<file path="config.mk">
export PLATFORM = sky130hd
export DESIGN_NAME = pipelined_prefix_adder_flat
export DESIGN_NICKNAME = d
export VERILOG_FILES = /design/src/rtl/pipelined_prefix_adder_pkg.sv /design/src/rtl/pipelined_prefix_adder_if.sv /design/src/rtl/pipelined_prefix_adder_prefix_cell.sv /design/src/rtl/pipelined_prefix_adder.sv /design/src/flat_wrapper.sv
export SDC_FILE = /design/constraint.sdc
export NUM_CORES = 1
export LEC_CHECK = 0
export ABC_AREA = 1
export ABC_CLOCK_PERIOD_IN_PS = 1250
export BUFFER_PORTS_ARGS = -buffer_cell sky130_fd_sc_hd__buf_4
export CORE_MARGIN = 2
export CORE_UTILIZATION = 55
export DETAILED_ROUTE_END_ITERATION = 10
export GPL_TIMING_DRIVEN = 0
export PLACE_DENSITY = 0.77
export RECOVER_POWER = 25
export SETUP_SLACK_MARGIN = 0.05
export SYNTH_ARGS = -nofsm -noshare
export SYNTH_HDL_FRONTEND = slang
export SYNTH_SLANG_ARGS = --single-unit
</file>
<file path="constraint.sdc">
create_clock -name clk -period 1.25 [get_ports clk]
set_input_delay 0.25 -clock clk [delete_from_list [all_inputs] [get_ports clk]]
set_output_delay 0.25 -clock clk [all_outputs]
set_load 0.005 [all_outputs]
</file>
<file path="src/rtl/pipelined_prefix_adder_pkg.sv">
// Shared types and sizing helpers for the pipelined Kogge-Stone adder.
// Optional flag outputs are enabled with PREFIX_ADDER_FLAGS_EN.
package pipelined_prefix_adder_pkg;

    typedef struct packed {
        logic g;
        logic p;
    } gp_t;

    function automatic int clog2(input int n);
        int r;
        r = 0;
        while ((1 << r) < n) r++;
        return r;
    endfunction

    function automatic int calc_latency(input int width, input int reg_every);
        int lv;
        lv = clog2(width);
        return (lv + reg_every - 1) / reg_every + 1;
    endfunction

endpackage

</file>
<file path="src/rtl/pipelined_prefix_adder_if.sv">
// Operand/result handshake bundle for the pipelined prefix adder.
// PREFIX_ADDER_FLAGS_EN adds the zero/neg result flags.
interface pipelined_prefix_adder_if #(
    parameter int WIDTH = 64
);
    import pipelined_prefix_adder_pkg::*;

    logic             in_valid;
    logic             in_ready;
    logic [WIDTH-1:0] a;
    logic [WIDTH-1:0] b;
    logic             cin;
    logic             sub;
    logic             out_valid;
    logic             out_ready;
    logic [WIDTH-1:0] sum;
    logic             cout;
    logic             ovf;
`ifdef PREFIX_ADDER_FLAGS_EN
    logic             zero;
    logic             neg;
`endif

    modport master (
        output in_valid, a, b, cin, sub, out_ready,
        input  in_ready, out_valid, sum, cout, ovf
`ifdef PREFIX_ADDER_FLAGS_EN
        , input zero, neg
`endif
    );

    modport slave (
        input  in_valid, a, b, cin, sub, out_ready,
        output in_ready, out_valid, sum, cout, ovf
`ifdef PREFIX_ADDER_FLAGS_EN
        , output zero, neg
`endif
    );

endinterface

</file>
<file path="src/rtl/pipelined_prefix_adder_prefix_cell.sv">
// Kogge-Stone black cell: merges a high (g,p) span with the adjacent low span.
module pipelined_prefix_adder_prefix_cell
    import pipelined_prefix_adder_pkg::*;
(
    input  logic i_g_hi,
    input  logic i_p_hi,
    input  logic i_g_lo,
    input  logic i_p_lo,
    output logic o_g,
    output logic o_p
);

    assign o_g = i_g_hi | (i_p_hi & i_g_lo);
    assign o_p = i_p_hi & i_p_lo;

endmodule

</file>
<file path="src/rtl/pipelined_prefix_adder.sv">
// Pipelined parametrised Kogge-Stone adder/subtractor with valid/ready flow.
// PREFIX_ADDER_FLAGS_EN adds registered zero/neg result flags.
module pipelined_prefix_adder
    import pipelined_prefix_adder_pkg::*;
#(
    parameter int WIDTH     = 64,
    parameter int REG_EVERY = 2
) (
    input logic                     clk,
    input logic                     rst_n,
    pipelined_prefix_adder_if.slave bus
);

    localparam int LEVELS  = clog2(WIDTH);
    localparam int LATENCY = calc_latency(WIDTH, REG_EVERY);
    localparam int NG      = LATENCY - 1;

    typedef gp_t [WIDTH-1:0] gpv_t;

    if (WIDTH < 2 || REG_EVERY < 1 || REG_EVERY > LEVELS) begin : g_bad_cfg
        $error("pipelined_prefix_adder: bad WIDTH/REG_EVERY");
    end

    gpv_t             r_gp [NG];
    logic [WIDTH-1:0] r_p  [NG];
    logic             r_c0 [NG];
    logic [NG:0]      r_v;
    logic             r_init;
    logic [WIDTH-1:0] r_sum;
    logic             r_cout;
    logic             r_ovf;
`ifdef PREFIX_ADDER_FLAGS_EN
    logic             r_zero;
    logic             r_neg;
`endif

    logic [NG:0]      w_ld;
    logic             w_take;
    logic             w_c0;
    logic [WIDTH-1:0] w_beff;
    gpv_t             w_gp0;
    gpv_t             w_in  [LEVELS];
    gpv_t             w_out [LEVELS];
    logic [WIDTH-1:0] w_c;
    logic [WIDTH-1:0] w_unused_p;
    logic [WIDTH-1:0] w_sum;

    // A stage may load when empty or when its successor moves on.
    always_comb begin
        w_ld[NG] = ~r_v[NG] | bus.out_ready;
        for (int s = NG - 1; s >= 0; s--) begin
            w_ld[s] = ~r_v[s] | w_ld[s+1];
        end
    end

    assign w_take = bus.in_valid & r_init;
    assign w_c0   = bus.sub | bus.cin;
    assign w_beff = bus.b ^ {WIDTH{bus.sub}};

    // Carry-in folds into bit 0 so LEVELS levels still span the full word.
    always_comb begin
        for (int i = 0; i < WIDTH; i++) begin
            w_gp0[i].g = bus.a[i] & w_beff[i];
            w_gp0[i].p = bus.a[i] ^ w_beff[i];
        end
        w_gp0[0].g = w_gp0[0].g | (w_gp0[0].p & w_c0);
    end

    for (genvar k = 0; k < LEVELS; k++) begin : g_lvl
        localparam int D = 1 << k;
        if (k % REG_EVERY == 0) begin : g_src_reg
            assign w_in[k] = r_gp[k / REG_EVERY];
        end else begin : g_src_comb
            assign w_in[k] = w_out[k-1];
        end
        for (genvar i = 0; i < WIDTH; i++) begin : g_bit
            if (i >= D) begin : g_cell
                pipelined_prefix_adder_prefix_cell u_cell (
                    .i_g_hi (w_in[k][i].g),
                    .i_p_hi (w_in[k][i].p),
                    .i_g_lo (w_in[k][i-D].g),
                    .i_p_lo (w_in[k][i-D].p),
                    .o_g    (w_out[k][i].g),
                    .o_p    (w_out[k][i].p)
                );
            end else begin : g_pass
                assign w_out[k][i] = w_in[k][i];
            end
        end
    end

    always_comb begin
        w_c        = '0;
        w_unused_p = '0;
        for (int i = 0; i < WIDTH; i++) begin
            w_c[i]        = w_out[LEVELS-1][i].g;
            w_unused_p[i] = w_out[LEVELS-1][i].p;
        end
    end

    assign w_sum = r_p[NG-1] ^ {w_c[WIDTH-2:0], r_c0[NG-1]};

    always_ff @(posedge clk or negedge rst_n) begin
        if (!rst_n) begin
            r_init <= 1'b0;
            r_v    <= '0;
        end else begin
            r_init <= 1'b1;
            if (w_ld[0]) r_v[0] <= w_take;
            for (int s = 1; s <= NG; s++) begin
                if (w_ld[s]) r_v[s] <= r_v[s-1];
            end
        end
    end

    always_ff @(posedge clk or negedge rst_n) begin
        if (!rst_n) begin
            for (int s = 0; s < NG; s++) begin
                r_gp[s] <= '0;
                r_p[s]  <= '0;
                r_c0[s] <= 1'b0;
            end
        end else begin
            if (w_ld[0] & w_take) begin
                r_gp[0] <= w_gp0;
                r_p[0]  <= bus.a ^ w_beff;
                r_c0[0] <= w_c0;
            end
            for (int s = 1; s < NG; s++) begin
                if (w_ld[s] & r_v[s-1]) begin
                    r_gp[s] <= w_out[s*REG_EVERY-1];
                    r_p[s]  <= r_p[s-1];
                    r_c0[s] <= r_c0[s-1];
                end
            end
        end
    end

    always_ff @(posedge clk or negedge rst_n) begin
        if (!rst_n) begin
            r_sum  <= '0;
            r_cout <= 1'b0;
            r_ovf  <= 1'b0;
`ifdef PREFIX_ADDER_FLAGS_EN
            r_zero <= 1'b0;
            r_neg  <= 1'b0;
`endif
        end else if (w_ld[NG] & r_v[NG-1]) begin
            r_sum  <= w_sum;
            r_cout <= w_c[WIDTH-1];
            r_ovf  <= w_c[WIDTH-1] ^ w_c[WIDTH-2];
`ifdef PREFIX_ADDER_FLAGS_EN
            r_zero <= ~|w_sum;
            r_neg  <= w_sum[WIDTH-1];
`endif
        end
    end

    assign bus.in_ready  = r_init & w_ld[0];
    assign bus.out_valid = r_v[NG];
    assign bus.sum       = r_sum;
    assign bus.cout      = r_cout;
    assign bus.ovf       = r_ovf;
`ifdef PREFIX_ADDER_FLAGS_EN
    assign bus.zero      = r_zero;
    assign bus.neg       = r_neg;
`endif

endmodule

</file>
<file path="src/flat_wrapper.sv">
// flat-port wrapper written by rule: the top's interface ports become plain ports
module pipelined_prefix_adder_flat import pipelined_prefix_adder_pkg::*;
#(
    parameter int WIDTH     = 64,
    parameter int REG_EVERY = 2
)
  (clk, rst_n, bus_in_valid, bus_a, bus_b, bus_cin, bus_sub, bus_out_ready, bus_in_ready, bus_out_valid, bus_sum, bus_cout, bus_ovf);
  pipelined_prefix_adder_if #(.WIDTH(WIDTH)) bus_i ();
  input logic clk;
  input logic rst_n;
  input wire logic [$bits(bus_i.in_valid)-1:0] bus_in_valid;
  input wire logic [$bits(bus_i.a)-1:0] bus_a;
  input wire logic [$bits(bus_i.b)-1:0] bus_b;
  input wire logic [$bits(bus_i.cin)-1:0] bus_cin;
  input wire logic [$bits(bus_i.sub)-1:0] bus_sub;
  input wire logic [$bits(bus_i.out_ready)-1:0] bus_out_ready;
  output wire logic [$bits(bus_i.in_ready)-1:0] bus_in_ready;
  output wire logic [$bits(bus_i.out_valid)-1:0] bus_out_valid;
  output wire logic [$bits(bus_i.sum)-1:0] bus_sum;
  output wire logic [$bits(bus_i.cout)-1:0] bus_cout;
  output wire logic [$bits(bus_i.ovf)-1:0] bus_ovf;
  assign bus_i.in_valid = bus_in_valid;
  assign bus_i.a = bus_a;
  assign bus_i.b = bus_b;
  assign bus_i.cin = bus_cin;
  assign bus_i.sub = bus_sub;
  assign bus_i.out_ready = bus_out_ready;
  assign bus_in_ready = bus_i.in_ready;
  assign bus_out_valid = bus_i.out_valid;
  assign bus_sum = bus_i.sum;
  assign bus_cout = bus_i.cout;
  assign bus_ovf = bus_i.ovf;
  pipelined_prefix_adder #(.WIDTH(WIDTH), .REG_EVERY(REG_EVERY)) u_core (.clk(clk), .rst_n(rst_n), .bus(bus_i));
endmodule
</file>
==> qor.csv, run 1 <==
stage,metric,value,unit
run_status,run_status,finished with violations,
run_status,violations,"hold timing, setup timing",
routing,met2_wirelength,35500,um
grt,total_routing_usage_reported_by_global_routing,33.2,%
final_layout,antenna_cells_inserted,0,
synthesis,post_synth_mux_area_share,0,%
cts,cts_sinks,566,
sta,period_minus_slack,2090,ps
sta,rsz0062_at_grt,true,
sta,fin_crit_sh,167,%
hold_path,hold_path_class,in -> async,
pwr,power_per_cell_area,1690,nW/um2
place,gp_congestion,0.919,
pwr,irDropWorstVdd,0.000928,V
cts,clock_transition_at_the_register_clock_pins_on_the_worst_setup_and_hold_paths_after_cts,60,ps
synthesis,synth_nets,3436,
place,post_dp_cell_area,29000,um2
final_layout,area.growth.synth_to_final,22.7,%
sta,timing_max_transition_violations_final,0,
floorplan,initial_utilization,55.4,%
routing,post_drt_via_cell_ratio,5.47,
synthesis,synth_area_in_compound_gates,7.77,%
final_layout,fill_cells,3812,
grt,grt_antenna_before_repair,0,
floorplan,core,47400,um2
cts,clock-root-buffer,sky130_fd_sc_hd__clkbuf_16,
routing,firstDrtPassIters,10,
routing,remaining_drc_errors,0,
sta,worst_pin_slew,638,ps
synthesis,synth-adder-area-share,3.05,%
run,maxCapViolations,0,
synthesis,synthCells,3238,
floorplan,rows,80,
worst_setup_path,critical_path_arrival,1840,ps
routing,wire_per_inst,19.2,um
place,io_buffers,201,
final_layout,fin_nets,3767,
sta,final.setup_skew,24.5,ps
worst_setup_path,timing_worst_setup_path_type,reg -> out,
cts,clock_tree.htree_level_count,2,
synthesis,syn-cell-area,26300,um2
final_layout,post_route_cells_drive_above_1_share,14.2,%
routing,vias,23127,
worst_setup_path,timing.critical_path.max_delay_family,buffers and inverters,
place,pre_cts_ws,-910,ps
place,post-dp-hpwl,59800,um
worst_setup_path,cp_common_cell,sky130_fd_sc_hd__buf_6,
synthesis,ys_seq_elements,566,
worst_setup_path,crit_path_end_kind,output pin,
sta,slew-limit-headroom,57.5,%
worst_setup_path,critical-path-slowest-cell,sky130_fd_sc_hd__dfrtp_1,
routing,routed.top_layer,met4,
synthesis,number_of_synthesis_warnings,0,
worst_setup_path,critPathLaunchType,flop,
grt,first_global_vias,22546,
pwr,p_leak,17.1,nW
sta,worst_slack,-836,ps
grt,grt_pass1_wl,126000,um
routing,met3_length,7820,um
cts,cts_hold_buffers,39,
cts,cts_made_buffers,55,
sta,maxClockFrequency,479,MHz
floorplan,design.die.area,49600,um2
cts,worstSkewPairLatency,620,ps
synthesis,post_synth.cell_area_avg,8.12,um2
routing,drtIter0Drc,2524,
sta,timing.setup.tns,-297260,ps
routing,wirelength,81300,um
sta,holdWs,-385,ps
worst_setup_path,critical_path.cell_chain,"inv_2, nor2_4, nand4_1, buf_6, clkbuf_16, and2_4, buf_6",
worst_setup_path,cp.required,1000,ps
cts,tritoncts,built,
worst_setup_path,critPathBufInv,4,
synthesis,synth_simple_gate_area_share,26.8,%
synthesis,combinational_family_with_the_most_area_after_synthesis,simple AND/OR/NAND/NOR gates,
sta,report.final.setup_viol,721,
floorplan,num_io_pins,202,
worst_setup_path,worst_path_largest_cell_delay,360,ps
synthesis,synthXorXnorAreaFrac,3.23,%
floorplan,die-height,223,um
synthesis,seq_area_frac_synth,53.9,%
worst_setup_path,path_max_fanout,2,
floorplan,die_x,223,um
routing,drt-met1-wl,34700,um
cts,cts_buffer_depth,3,
sta,finalHoldViolCount,79,
grt,grt_remaining_overflow,0,
synthesis,ys_types,24,
grt,grt_max_degree,125,
routing,ant_nets,0,
final_layout,design_area,32300,um2
## final cells by class
type	instances	area, um2	share of cell area [%]
Sequential cell	566	14200	43.9
Multi-Input combinational cell	2365	10900	33.9
Timing Repair Buffer	274	2550	7.92
Clock inverter	19	309	0.958
Tap cell	615	769	2.39
Clock buffer	80	1600	4.96
Buffer	143	1310	4.07
Inverter	164	618	1.92
## final timing paths
check,from,to,slack [ps],depth (start not counted)
max,u_core.r_v[3],bus_in_ready,-840,7
min,rst_n,u_core.bus.sum[63],-390,1
max reg2reg,u_core.r_v[2],u_core.r_p[145],-650,10
min reg2reg,u_core.r_p[72],u_core.r_p[8],470,2
max in group asynchronous,rst_n,u_core.r_gp[287],-240,4
min in group clk,bus_in_valid,u_core.r_v[0],-100,3
## cell usage after synthesis, drive strengths merged
cell       n  area share (%)
nand3b     6            0.17
nand2   1507              22
and2       1           0.024
dfrtp    566              54
conb       1           0.014
buf      119             2.6
a21oi    132             2.5
xnor2     33             1.1
clkbuf    24            0.34
o21ai    273             5.2
inv      164             2.3
xor2      64             2.1
ha        64             3.0
nor2      69             1.0
nand4      2           0.048
o21a       2           0.057
nand3    211             4.0
## per-layer routing
| metal | vias to the layer above | global-route usage [%] |
|---|---|---|
| met2 | 1071 | 49.3 |
| met5 | - | 0 |
| met4 | 0 | 13.1 |
| li1 | 10929 | - |
| met1 | 10961 | 47.4 |
| met3 | 166 | 7.66 |
## registers in the layout (all words and copies together) (netlist names)
signal / flops
u_core.r_gp: 300
u_core.r_p: 192
u_core.bus.sum: 64
u_core.r_v: 4
u_core.r_c0: 3
u_core.bus.cout: 1
u_core.bus.ovf: 1
u_core.r_init: 1
## worst reg2reg max path: cells and delay by family, from the launching register on
family                 cells  cell delay, ps
buffers and inverters      6             970
flip-flops                 1             480
AND/OR/NAND/NOR            4             330
## repair_timing
item | CTS | global route
resized for setup | 111 | 58
pin swaps | 2 | 4
cloned | 10 | 1
setup buffers | 12 | 6
endpoints found under the hold margin | 117 | 79
endpoints found under the setup margin | 839 | 915
## kinds of logic (layout without fill, tap and decap cells)
family,after synthesis,after routing
simple gates,1796,1796
flops,566,566
compound gates,407,407
buf+inv,307,680
xor+xnor,97,97
fa+ha+maj,64,64
other cells,1,1
## metrics by stage
step / util [%] / cells / hold WS [ps] / total power, mW
final: 68.0 / 4226 / -385 / 54.5
after global placement: 60.7 / 4054 / 451 / 35.8
after global routing: 68.0 / 4226 / -340 / 57.1
after CTS: 67.6 / 4219 / -371 / 54.2
after floorplan: - / 3238 / -45.6 / 30.6
after detailed placement: 61.0 / 4059 / 276 / 36.3
## layout by cell type, fill, tap and decap left out, drive strengths merged
cell,count
dlygate4sd3,39
nand3b,6
clkinv,7
nand2,1507
bufinv,8
nand4,2
xor2,64
and2,1
nor2,69
clkbuf,105
buf,345
clkinvlp,1
a21oi,132
o21a,2
ha,64
dfrtp,566
o21ai,273
xnor2,33
conb,1
bufbuf,8
nand3,211
inv,167
## where the power goes
part | switching (mW) | internal, mW | leakage [nW] | total [mW]
registers | 3.13 | 22.0 | 7.40 | 25.1
clock network | 7.11 | 10.5 | 0.940 | 17.6
logic | 6.61 | 5.13 | 8.78 | 11.7
No activity file was read; power rests on OpenSTA's default activity.
==> run 2, diff against run 1 <==
--- a/config.mk
+++ b/config.mk
@@ -8,6 +8,7 @@
 export ABC_AREA = 1
 export ABC_CLOCK_PERIOD_IN_PS = 1250
 export BUFFER_PORTS_ARGS = -buffer_cell sky130_fd_sc_hd__buf_4
+export CORE_ASPECT_RATIO = 1.25
 export CORE_MARGIN = 2
 export CORE_UTILIZATION = 55
 export DETAILED_ROUTE_END_ITERATION = 10
==> qor.csv, run 2 (synthesis results as in run 1) <==
stage,metric,value,unit
routing,firstDrtPassIters,9,
grt,grt_pass1_wl,127000,um
worst_setup_path,r2r_start,u_core.r_v[3],
pwr,power_per_cell_area,1620,nW/um2
hold_path,hold_path_class,in -> async,
floorplan,core,47200,um2
sta,finalHoldViolCount,53,
run_status,violations,"hold timing, setup timing",
worst_setup_path,path_max_fanout,2,
worst_setup_path,crit_path_end,bus_in_ready,
final_layout,largest_register_ff_count,300,
worst_setup_path,timing.rr.end,u_core.r_p[170],
sta,final.setup_skew,22.4,ps
final_layout,final_common_cell,sky130_fd_sc_hd__nand2_1,
floorplan,num_io_pins,202,
cts,clock-root-buffer,sky130_fd_sc_hd__clkbuf_16,
floorplan,die-height,248,um
cts,cts_buffer_depth,3,
final_layout,leading_cell_types_in_the_layout_fill_and_taps_excluded,"sky130_fd_sc_hd__nand2_1, sky130_fd_sc_hd__dfrtp_1, sky130_fd_sc_hd__buf_4",
sta,fin_crit_sh,164,%
floorplan,design.die.area,49600,um2
final_layout,largest_register,u_core.r_gp,
routing,vias,23541,
cts,tritoncts,built,
worst_setup_path,worst_r2r_path_depth,13,
grt,total_routing_usage_reported_by_global_routing,33.7,%
cts,clock_transition_at_the_register_clock_pins_on_the_worst_setup_and_hold_paths_after_cts,70,ps
place,post-dp-hpwl,58900,um
grt,grt_remaining_overflow,0,
grt,first_global_vias,22204,
worst_setup_path,startpoint,u_core.r_v[3],
routing,wire_per_inst,20.4,um
floorplan,initial_utilization,55.7,%
grt,grt_antenna_before_repair,0,
routing,remaining_drc_errors,0,
place,io_buffers,201,
sta,slew-limit-headroom,32.6,%
worst_setup_path,cp.required,1000,ps
worst_setup_path,critical_path_arrival,1800,ps
final_layout,antenna_cells_inserted,0,
worst_setup_path,ff2ff_setup_slack,-690,ps
place,gp_congestion,0.951,
sta,maxClockFrequency,488,MHz
worst_setup_path,critPathLaunchType,flop,
final_layout,fin_nets,3753,
final_layout,post_route_cells_drive_above_1_share,20.7,%
sta,report.final.setup_viol,836,
routing,wirelength,86500,um
cts,cts_made_buffers,52,
floorplan,die_x,200,um
pwr,irDropWorstVdd,0.00117,V
floorplan,rows,89,
routing,drtIter0Drc,2489,
sta,rsz0062_at_grt,true,
cts,worstSkewPairLatency,590,ps
sta,worst_pin_slew,1010,ps
run,maxCapViolations,0,
final_layout,area.growth.synth_to_final,27.0,%
sta,timing_max_transition_violations_final,0,
sta,period_minus_slack,2050,ps
place,pre_cts_ws,-843,ps
routing,ant_nets,0,
grt,grt_max_degree,125,
cts,cts_hold_buffers,3,
routing,post_drt_via_cell_ratio,5.56,
run_status,run_status,finished with violations,
worst_setup_path,crit_path_end_kind,output pin,
pwr,p_leak,17.4,nW
worst_setup_path,timing_worst_setup_path_type,reg -> out,
cts,cts_sinks,566,
sta,worst_slack,-801,ps
sta,holdWs,-438,ps
sta,timing.setup.tns,-320100,ps
cts,clock_tree.htree_level_count,2,
run 2: area by class of cell:
type	count	area [um2]
well taps	637	797
plain buffers	135	1360
clock buffers	77	1520
repair buffers	271	2770
clock inverters	16	211
fillers	3578	13800
multi-input cells	2365	12000
inverters	164	618
flip-flops and latches	566	14200
run 2: worst min-delay path by stage:
stage / depth (start not counted) / slack [ps] / from / endpoint
6_report: 1 / -440 / rst_n / u_core.r_c0[2]
5_1_grt: 1 / -420 / rst_n / u_core.r_c0[2]
4_1_cts: 1 / -420 / rst_n / u_core.r_c0[2]
3_5_place_dp: 1 / 190 / rst_n / u_core.r_c0[2]
3_3_place_gp: 2 / 450 / u_core.r_p[72] / u_core.r_p[8]
2_1_floorplan: 0 / -50 / rst_n / u_core.bus.cout
run 2: worst max-delay path: stages, from the launching register on:
cell and delay, ps:
sky130_fd_sc_hd__dfrtp_1 360, sky130_fd_sc_hd__inv_2 50, sky130_fd_sc_hd__nor2_4 140, sky130_fd_sc_hd__nand4_1 130, sky130_fd_sc_hd__buf_6 170, sky130_fd_sc_hd__clkbuf_16 140, sky130_fd_sc_hd__and2_4 130, sky130_fd_sc_hd__buf_6 110
run 2: what timing repair did:
item / 4_1_cts / 5_1_grt
pin swaps: 39 / 54
gates cloned: 24 / 5
buffers inserted: 31 / 16
gates resized for setup: 282 / 291
hold endpoints to repair: 55 / 53
endpoints found under the setup margin: 720 / 821
run 2: per-layer routing:
layer | GRT usage (%) | wire, um | up-vias
li1 | - | - | 10909
met1 | 47.5 | 34700 | 11128
met3 | 5.13 | 7360 | 251
met5 | 0 | 0 | -
met2 | 51.8 | 39200 | 1253
met4 | 15.0 | 5220 | 0
run 2: stage by stage:
| stage | cells | instance area [um2] | power (mW) | util [%] | hold WS, ps |
|---|---|---|---|---|---|
| after floorplan | 3238 | 26500 | 30.6 | - | -45.6 |
| after global placement | 4076 | 28800 | 35.8 | 61.1 | 450 |
| after detailed placement | 4081 | 29000 | 36.2 | 61.4 | 194 |
| after CTS | 4231 | 32600 | 53.0 | 69.0 | -420 |
| after global routing | 4231 | 33400 | 56.6 | 70.7 | -415 |
| final | 4231 | 33400 | 54.2 | 70.7 | -438 |
run 2: power by group:
part           leakage, nW  switching (mW)  internal (mW)
Combinational         9.19            6.95           5.43
Clock                0.852            7.00           9.40
Sequential            7.40            3.42           22.0
